<file path="src/rtl/ctrl_time_pkg.sv">
// Shared constants for the time-scheduled value sequencer.
`ifndef EXTENDED_SINGLE
`define EXTENDED_SINGLE 64
`endif

package ctrl_time_pkg;
   localparam int TW_DEF       = 12;               // counter / breakpoint time width
   localparam int DW_DEF       = `EXTENDED_SINGLE; // breakpoint value width
   localparam int INIT_VAL_DEF = 0;                // output before the first fire
   localparam int IDX_W        = 8;                // idx / n_used / address width
endpackage

</file>
<file path="src/rtl/ctrl_time_tbl.sv">
// Breakpoint table: stores (time, value) per entry and presents the time of
// entry idx+1 (next to fire) and the value of entry idx (last fired).
// Optional feature macro: CTRL_TIME_SEQ_LOAD_EN selects a writable register
// file; otherwise the table is unpacked from flat input buses.
module ctrl_time_tbl
   import ctrl_time_pkg::*;
#(
   parameter int N_PTS = 15,
   parameter int TW    = TW_DEF,
   parameter int DW    = DW_DEF
) (
`ifdef CTRL_TIME_SEQ_LOAD_EN
   input  logic             clk,
   input  logic             wr_en,
   input  logic [IDX_W-1:0] wr_addr,
   input  logic [TW-1:0]    wr_time,
   input  logic [DW-1:0]    wr_value,
`else
   input  logic [N_PTS*TW-1:0] time_flat,
   input  logic [N_PTS*DW-1:0] value_flat,
`endif
   input  logic [IDX_W-1:0] idx,
   output logic [TW-1:0]    nxt_time,
   output logic [DW-1:0]    cur_val
);

   logic [TW-1:0] ent_time [N_PTS];
   logic [DW-1:0] ent_val  [N_PTS];

`ifdef CTRL_TIME_SEQ_LOAD_EN
   logic [TW-1:0] time_q [N_PTS];
   logic [TW-1:0] time_d [N_PTS];
   logic [DW-1:0] value_q [N_PTS];
   logic [DW-1:0] value_d [N_PTS];

   // Write decode: addresses 1..N_PTS map to slots 0..N_PTS-1, others ignored.
   always_comb begin
      time_d  = time_q;
      value_d = value_q;
      for (int k = 0; k < N_PTS; k++) begin
         if (wr_en && (wr_addr == IDX_W'(k + 1))) begin
            time_d[k]  = wr_time;
            value_d[k] = wr_value;
         end
      end
   end

   // Table storage; intentionally not reset so contents survive sta.
   always_ff @(posedge clk) begin
      time_q  <= time_d;
      value_q <= value_d;
   end

   // Expose stored entries to the read mux.
   always_comb begin
      for (int k = 0; k < N_PTS; k++) begin
         ent_time[k] = time_q[k];
         ent_val[k]  = value_q[k];
      end
   end
`else
   // Unpack flat buses: entry k lives in slice k-1.
   always_comb begin
      for (int k = 0; k < N_PTS; k++) begin
         ent_time[k] = time_flat[k*TW +: TW];
         ent_val[k]  = value_flat[k*DW +: DW];
      end
   end
`endif

   // Read mux: time of entry idx+1 and value of entry idx (zero when out of range).
   always_comb begin
      nxt_time = '0;
      cur_val  = '0;
      for (int k = 0; k < N_PTS; k++) begin
         if (idx == IDX_W'(k))     nxt_time = ent_time[k];
         if (idx == IDX_W'(k + 1)) cur_val  = ent_val[k];
      end
   end

endmodule

</file>
<file path="src/rtl/ctrl_time_seq.sv">
// Time-scheduled value sequencer: steps through time-ordered breakpoints,
// one per match of the free-running counter, and registers the value of the
// last fired breakpoint onto y.
// Optional feature macro: CTRL_TIME_SEQ_LOAD_EN (write port instead of flat buses).
module ctrl_time_seq
   import ctrl_time_pkg::*;
#(
   parameter int            N_PTS    = 15,
   parameter int            TW       = TW_DEF,
   parameter int            DW       = DW_DEF,
   parameter logic [DW-1:0] INIT_VAL = DW'(INIT_VAL_DEF)
) (
   input  logic             clk,
   input  logic             sta,
   input  logic [TW-1:0]    counter,
   input  logic [IDX_W-1:0] n_used,
   input  logic             rearm,
`ifdef CTRL_TIME_SEQ_LOAD_EN
   input  logic             wr_en,
   input  logic [IDX_W-1:0] wr_addr,
   input  logic [TW-1:0]    wr_time,
   input  logic [DW-1:0]    wr_value,
`else
   input  logic [N_PTS*TW-1:0] time_flat,
   input  logic [N_PTS*DW-1:0] value_flat,
`endif
   output logic [DW-1:0]    y,
   output logic [IDX_W-1:0] idx,
   output logic             done
);

   logic [IDX_W-1:0] idx_q, idx_d;
   logic [DW-1:0]    y_q, y_d;
   logic [IDX_W-1:0] n_eff;
   logic [TW-1:0]    nxt_time, match_time;
   logic [DW-1:0]    cur_val;
   logic             fire;

   ctrl_time_tbl #(.N_PTS(N_PTS), .TW(TW), .DW(DW)) u_tbl (
`ifdef CTRL_TIME_SEQ_LOAD_EN
      .clk      (clk),
      .wr_en    (wr_en),
      .wr_addr  (wr_addr),
      .wr_time  (wr_time),
      .wr_value (wr_value),
`else
      .time_flat  (time_flat),
      .value_flat (value_flat),
`endif
      .idx      (idx_q),
      .nxt_time (nxt_time),
      .cur_val  (cur_val)
   );

   // Next-state: one fire per clock at counter == time-1 (mod 2^TW); rearm wins.
   always_comb begin
      n_eff = n_used;
      if (n_used > IDX_W'(N_PTS)) n_eff = IDX_W'(N_PTS);
      match_time = nxt_time - TW'(1);
      fire       = (idx_q < n_eff) && (counter == match_time);
      idx_d      = idx_q;
      if (rearm)     idx_d = '0;
      else if (fire) idx_d = idx_q + IDX_W'(1);
      // y follows idx one edge later, so it is built from the current idx.
      y_d = (idx_q == '0) ? INIT_VAL : cur_val;
   end

   // State registers; sta clears them immediately.
   always_ff @(posedge clk or posedge sta) begin
      if (sta) begin
         idx_q <= '0;
         y_q   <= INIT_VAL;
      end else begin
         idx_q <= idx_d;
         y_q   <= y_d;
      end
   end

   assign y    = y_q;
   assign idx  = idx_q;
   // Covers completion, n_used = 0, and n_used lowered below idx.
   assign done = (idx_q >= n_eff);

endmodule

</file>
<file path="config.mk">
export PLATFORM = sky130hd
export DESIGN_NAME = ctrl_time_seq
export DESIGN_NICKNAME = d
export VERILOG_FILES = /design/src/rtl/ctrl_time_pkg.sv /design/src/rtl/ctrl_time_tbl.sv /design/src/rtl/ctrl_time_seq.sv
export SDC_FILE = /design/constraint.sdc
export NUM_CORES = 1
export LEC_CHECK = 0
export BUFFER_PORTS_ARGS = -buffer_cell sky130_fd_sc_hd__clkbuf_2
export CELL_PAD_IN_SITES_DETAIL_PLACEMENT = 0
export CELL_PAD_IN_SITES_GLOBAL_PLACEMENT = 2
export CORE_AREA = 2 2 479 481
export CTS_BUF_LIST = sky130_fd_sc_hd__clkbuf_2
export CTS_CLUSTER_DIAMETER = 40
export DETAILED_ROUTE_END_ITERATION = 10
export DIE_AREA = 0 0 481 483
export GPL_ROUTABILITY_DRIVEN = 0
export PLACE_DENSITY_LB_ADDON = 0.1
export SLEW_MARGIN = 40
export SYNTH_ARGS = -nofsm -noshare
export SYNTH_HDL_FRONTEND = slang
export SYNTH_SLANG_ARGS = --single-unit
</file>
<file path="constraint.sdc">
create_clock -name clk -period 5.6 [get_ports clk]
set_clock_uncertainty 0.2 [all_clocks]
set_input_delay 0.28 -clock clk [delete_from_list [all_inputs] [get_ports clk]]
set_output_delay 0.28 -clock clk [all_outputs]
set_load 0.02 [all_outputs]
</file>
==> metrics.md, run 1 <==
| Metric | Value |
|---|---|
| Family with the most delay on the worst path | `buffers and inverters` |
| Initial Util | `5.52%` |
| Leak | `11.2 nW` |
| Fin crit share | `96.9%` |
| Internal power | `981 uW` |
| First-pass GRT wire length | `276 mm` |
| Switching Share | `38.6%` |
| Busiest layer in global routing | `met2` |
| CTS Buffer Depth | `2` |
| Iteration-0 DRC Markers | `1416` |
| Fin. Hold Viols | `0` |
| Pwr Density | `60.5 nW/um^2` |
| ANT nets after route | `0` |
| Core ar. | `227000 um^2` |
| Die area | `232000 um^2` |
| CTS Sinks | `72` |
| Overall power | `1.60 mW` |
| Yosys cell types | `84` |
| Sequential share of power | `32.7%` |
| H-tree depth | `3` |
| Post-synth EDFFs | `0` |
| Post-layout nets | `4556` |
| Fmax | `184 MHz` |
| Crit path DAT | `5.89 ns` |
| GRT Overall Usage | `18.1%` |
| CTS Buf Count | `9` |
| Switching pwr | `616 uW` |
| Initial antenna violation count | `151` |
| Vias in the first global route | `24500` |
| Syn. warnings | `0` |
| Area growth from synthesis to layout | `111%` |
| WP buf/inv | `6` |
| Max-capacitance violation count | `0` |
| Syn Inst Count | `1896` |
| Final setup viols | `0` |
| Hold Path Class | `in2reg` |
| Synth area leaders | `dfrtp_1 14%, a21oi_1 12%, a221oi_1 10%` |
| GR met3 Demand/Resource | `3.98%` |
| Die Span X | `481 um` |
| Worst hold stages | `5` |
| Crit Path Max Fanout | `33` |
| Crit path depth | `17` |
| Yosys top cell by area | `dfrtp_1` |
| RSZ-0062 raised after global routing | `no` |
| TritonCTS clock tree | `yes` |
| M2 GR Usage | `29.8%` |
| R2R depth | `17` |
| Sequential area share after synthesis | `14.4%` |
| Worst setup SP type | `flip-flop` |
| Via Count | `23600` |
| Highest ir drop seen on vdd | `0.0711 mV` |
| CTS root buf | `clkbuf_2` |
| GRT Residual Overflow | `0` |
| Clk pwr share | `20.4%` |
| WS Path Type | `reg2reg` |
| Vias/cell | `3.67` |
| Layout cell share with drive strength beyond 1 | `44.4%` |
| Post-DP HPWL | `192 mm` |
| #FFs+latches synth | `72` |
| Worst-margin pin slew | `0.915 ns` |
| Slowest cell delay on critical path | `0.70 ns` |
| Final hold slack | `0.0731 ns` |
| Most used DFF post-synth | `dfrtp_1` |
| Drc violations | `0` |
| Critical path's most frequent cell | `buf_4` |
| Count leader, synth | `a21oi_1` |
| Final design utilization | `11.6%` |
| CP max-delay cell | `a2bb2oi_1` |
| Largest net degree at the start of global routing | `110` |
| TritonRoute pass-1 iters | `5` |
| Met1 GRT Util | `24.2%` |
| Syn Std Cell Area | `12500 um^2` |
| Crit-path cells | `buf_4 > nor4_2 > buf_4 > buf_4 > nand3_4 > buf_4 > buf_4 > nor2_1 > a2bb2oi_1 > a211oi_1 > a21oi_1 > o21ai_0 > a21oi_1 > nand2_1 > o211ai_1 > a31oi_1 > dlygate4sd3_1` |
| Worst EP required | `6.06 ns` |
| Max-slew violations | `0` |
| Setup crit end kind | `flip-flop` |
| Top cells by count, synth | `289 x a21oi_1, 236 x nor2_1, 185 x clkbuf_1` |
| DRT Wirelength | `219 mm` |
| Die height | `483 um` |
| Worst-Skew Late Latency | `0.69 ns` |
| Worst-path clk slew | `0.30 ns` |
| Syn_area_per_cell | `6.60 um^2` |
| Top cell type's share of synthesized area | `14.4%` |
| Row cnt | `175` |
| I/O pin count | `1236` |
| Comb power frac | `46.9%` |
| Status | `finished clean` |
| Minimum clock period | `5.43 ns` |
| # port buffers | `1235` |
| Routed length per instance | `34.1 um` |
| Asr flop ratio synth | `100%` |
| Slew margin rel. | `39.0%` |
## tightest hold or removal path: stages
cell and delay [ns]:
clkbuf_2 0.07, o21ai_0 0.19, a21oi_1 0.20, a21oi_1 0.06
a21oi_1 0.15
## cell usage in the layout, fill, tap and decap left out, types with 12 or more instances in the layout
master            n
nor2_1          230
a211oi_1         92
a22o_1           28
a2bb2oi_1        53
a221oi_1        148
a31oi_1          41
nor3_1           19
o22ai_1          57
clkbuf_2       1245
nand2b_1         13
o221ai_1         35
o211ai_1         41
o21ai_0         162
inv_1            16
nor2b_1          15
dfrtp_1          70
diode_2          42
nand3_1          31
a22oi_1          16
nand4_1          13
nand2_1          91
dlygate4sd3_1   270
buf_12           18
a221o_1          12
buf_4           160
a21oi_1         287
## repair_timing
item,in CTS,in global routing
hold buffers,270,0
hold endpoints to repair,141,0
setup buffers,0,3
endpoints found under the setup margin,6,33
resized for setup,2,20
gates cloned,0,0
pin swaps,0,2
## final timing paths
kind	startpoint	to	slack, ns
min	value_flat[732]	y[28]	0.07
max in group asynchronous	sta	y[47]	3.61
min in group asynchronous	sta	y[33]	0.54
max	idx[6]	y[30]	0.17
min reg2reg	idx[0]	idx[0]	0.52
max reg2reg	idx[6]	y[30]	0.17
## per-stage QoR
stage	worst slack [ns]	setup TNS (ns)	instances	instance area, um^2
after floorplan	0.854	0	1899	12500
after global placement	-0.136	-0.575	6097	23300
after global routing	0.00793	0	6413	26300
after CTS	0.0346	0	6388	26200
after detailed placement	-0.0449	-0.180	6103	23400
final	0.171	0	6435	26400
## routing by layer
layer	up-vias	wire, um
met3	243	12900
li1	10600	-
met5	-	474
met4	70	3450
met1	11700	101000
met2	1054	102000
## state kept, by name (all words and copies together), names as in the netlist
register	cells
y	64
idx	8
## power by group through the flow
stage / Combinational [mW] / Clock [mW] / Sequential (mW)
detailed placement: 0.634 / 0 / 0.530
CTS: 0.758 / 0.360 / 0.522
global placement: 0.643 / 0 / 0.530
floorplan: 0.0752 / 0 / 0.530
finish: 0.749 / 0.326 / 0.522
global route: 0.799 / 0.363 / 0.522
## cell type report
| cell class | instances | area, um^2 |
|---|---|---|
| inverter | 20 | 80.1 |
| clock buffer | 10 | 50.0 |
| multi-input combinational | 1587 | 10100 |
| antenna | 42 | 105 |
| tap | 3009 | 3760 |
| sequential | 72 | 1800 |
| clock inverter | 5 | 25.0 |
| timing repair buffer | 1690 | 10500 |
| fill | 27000 | 200000 |
## cell families after synthesis
family          after synthesis  synth area share (%)
compound gates             1054                  57.1
simple gates                502                  18.6
buf+inv                     240                  7.61
flops                        72                  14.4
fa+ha+maj                    13                  1.30
xor+xnor                     11                 0.770
mux                           3                 0.240
other cells                   1                0.0300
No activity file was read; power rests on OpenSTA's default activity.
==> run 2, diff against run 1 <==
- MAX_ROUTING_LAYER: not set -> met4
==> metrics.md, run 2 (synthesis gave the netlist of run 1 again) <==
| Metric | Value |
|---|---|
| Worst-Skew Late Latency | `0.70 ns` |
| # port buffers | `1235` |
| Commonest non-fill, non-tap cell in the layout | `clkbuf_2` |
| CTS Buffer Depth | `2` |
| ANT nets after route | `0` |
| Worst setup margin | `0.228 ns` |
| Drc violations | `0` |
| Initial antenna violation count | `153` |
| Final design utilization | `11.7%` |
| Fin crit share | `95.9%` |
| Final setup viols | `0` |
| R2r endpoint | `y[30]` |
| Initial Util | `5.52%` |
| Post-DP HPWL | `192 mm` |
| R2R depth | `17` |
| Largest net degree at the start of global routing | `110` |
| Worst EP required | `6.05 ns` |
| Layout cell share with drive strength beyond 1 | `44.4%` |
| Row cnt | `175` |
| Vias in the first global route | `24600` |
| Post-layout nets | `4556` |
| Hold Path Class | `in2reg` |
| CTS Sinks | `72` |
| Iteration-0 DRC Markers | `1273` |
| Core ar. | `227000 um^2` |
| H-tree depth | `3` |
| Most frequent cells in the layout | `1245 x clkbuf_2, 287 x a21oi_1, 270 x dlygate4sd3_1` |
| Worst hold stages | `5` |
| Area growth from synthesis to layout | `112%` |
| Minimum clock period | `5.37 ns` |
| Highest ir drop seen on vdd | `0.0729 mV` |
| Worst setup SP type | `flip-flop` |
| CTS root buf | `clkbuf_2` |
| Worst-margin pin slew | `0.939 ns` |
| CTS Buf Count | `9` |
| Vias/cell | `3.61` |
| First-pass GRT wire length | `275 mm` |
| GRT Overall Usage | `18.6%` |
| Leak | `11.2 nW` |
| Setup crit end kind | `flip-flop` |
| Internal power | `981 uW` |
| Comb power frac | `47.0%` |
| Max FFs per register | `64` |
| Status | `finished clean` |
| WS Path Type | `reg2reg` |
| Hold path endpoint | `y[28]` |
| Die Span X | `481 um` |
| Clk pwr share | `20.3%` |
| Switching pwr | `614 uW` |
| Overall power | `1.59 mW` |
| Reg2Reg Setup Slack | `0.23 ns` |
| Crit Path Max Fanout | `33` |
| Worst-path clk slew | `0.28 ns` |
| Fmax | `186 MHz` |
| Max-slew violations | `0` |
| Max-capacitance violation count | `0` |
| Sequential share of power | `32.7%` |
| Switching Share | `38.5%` |
| R2R Path Start | `idx[6]` |
| Hold_sp | `value_flat[732]` |
| TritonRoute pass-1 iters | `5` |
| Routed length per instance | `33.8 um` |
| Pwr Density | `60.2 nW/um^2` |
| GRT Residual Overflow | `0` |
| DRT Wirelength | `219 mm` |
| Slew margin rel. | `37.4%` |
| Crit path DAT | `5.82 ns` |
| Pre-CTS setup slack | `-0.0449 ns` |
| TritonCTS clock tree | `yes` |
| Die area | `232000 um^2` |
| I/O pin count | `1236` |
| Fin. Hold Viols | `0` |
| Via Count | `23400` |
| RSZ-0062 raised after global routing | `no` |
| Die height | `483 um` |
| Final hold slack | `0.0910 ns` |
-- run 2: changes by cell type in the layout (fill, tap and decap cells not counted) --
cell,delta
a2bb2oi_2,-1
a2bb2oi_1,+1
diode_2,+43
-- run 2: stage by stage --
step           instances  setup TNS (ns)  area, um^2
6_report            6478               0       26500
5_1_grt             6468               0       26500
4_1_cts             6388               0       26200
3_5_place_dp        6103          -0.180       23400
3_3_place_gp        6097          -0.575       23300
2_1_floorplan       1899               0       12500
-- run 2: how the worst max path moves through the flow --
stage	startpoint	endpoint	slack, ns	cells past startpoint
after global placement	idx[0]	idx[4]	-0.14	21
after global routing	idx[6]	y[5]	0.008	16
after detailed placement	idx[0]	idx[3]	-0.04	21
final	idx[6]	y[30]	0.23	17
after floorplan	idx[0]	idx[3]	0.85	22
after CTS	idx[0]	y[45]	0.03	18
-- run 2: layout make-up --
cell class | count | area (um^2)
Timing Repair Buffer | 1690 | 10500
Clock buffer | 10 | 50.0
Inverter | 20 | 80.1
Multi-Input combinational cell | 1587 | 10000
Sequential cell | 72 | 1800
Clock inverter | 5 | 25.0
Antenna cell | 85 | 213
Tap cell | 3009 | 3760
Fill cell | 27000 | 200000
-- run 2: repair_timing --
item / 4_1_cts / 5_1_grt
hold buffers: 270 / 0
setup endpoints to repair: 6 / 33
pin swaps: 0 / 2
resized for setup: 2 / 19
setup buffers: 0 / 3
endpoints found under the hold margin: 141 / 0
-- run 2: per-layer routing --
metal	part of all wire, %	global-route usage [%]	vias up
li1	-	-	10600
met1	46	24.2	11600
met2	47	30.0	995
met3	5.6	3.87	161
met4	1.4	2.65	0
met5	0	-	-
-- run 2: power by group through the flow --
stage	sequential (mW)	combinational [mW]	clock [mW]
finish	0.522	0.749	0.324
detailed placement	0.530	0.634	0
CTS	0.522	0.758	0.360
floorplan	0.530	0.0752	0
global route	0.522	0.799	0.363
global placement	0.530	0.643	0
-- run 2: critical path, cell delays in order (launching register included) --
cell           delay (ns)
dfrtp_1              0.53
buf_4                0.21
nor4_2               0.34
buf_4                0.29
buf_4                0.22
nand3_4              0.10
buf_4                0.26
buf_4                0.36
nor2_1               0.19
a2bb2oi_1            0.74
a211oi_1             0.17
a21oi_1              0.15
o21ai_0              0.09
a21oi_1              0.16
nand2_1              0.07
o211ai_1             0.37
a31oi_1              0.16
dlygate4sd3_1        0.59
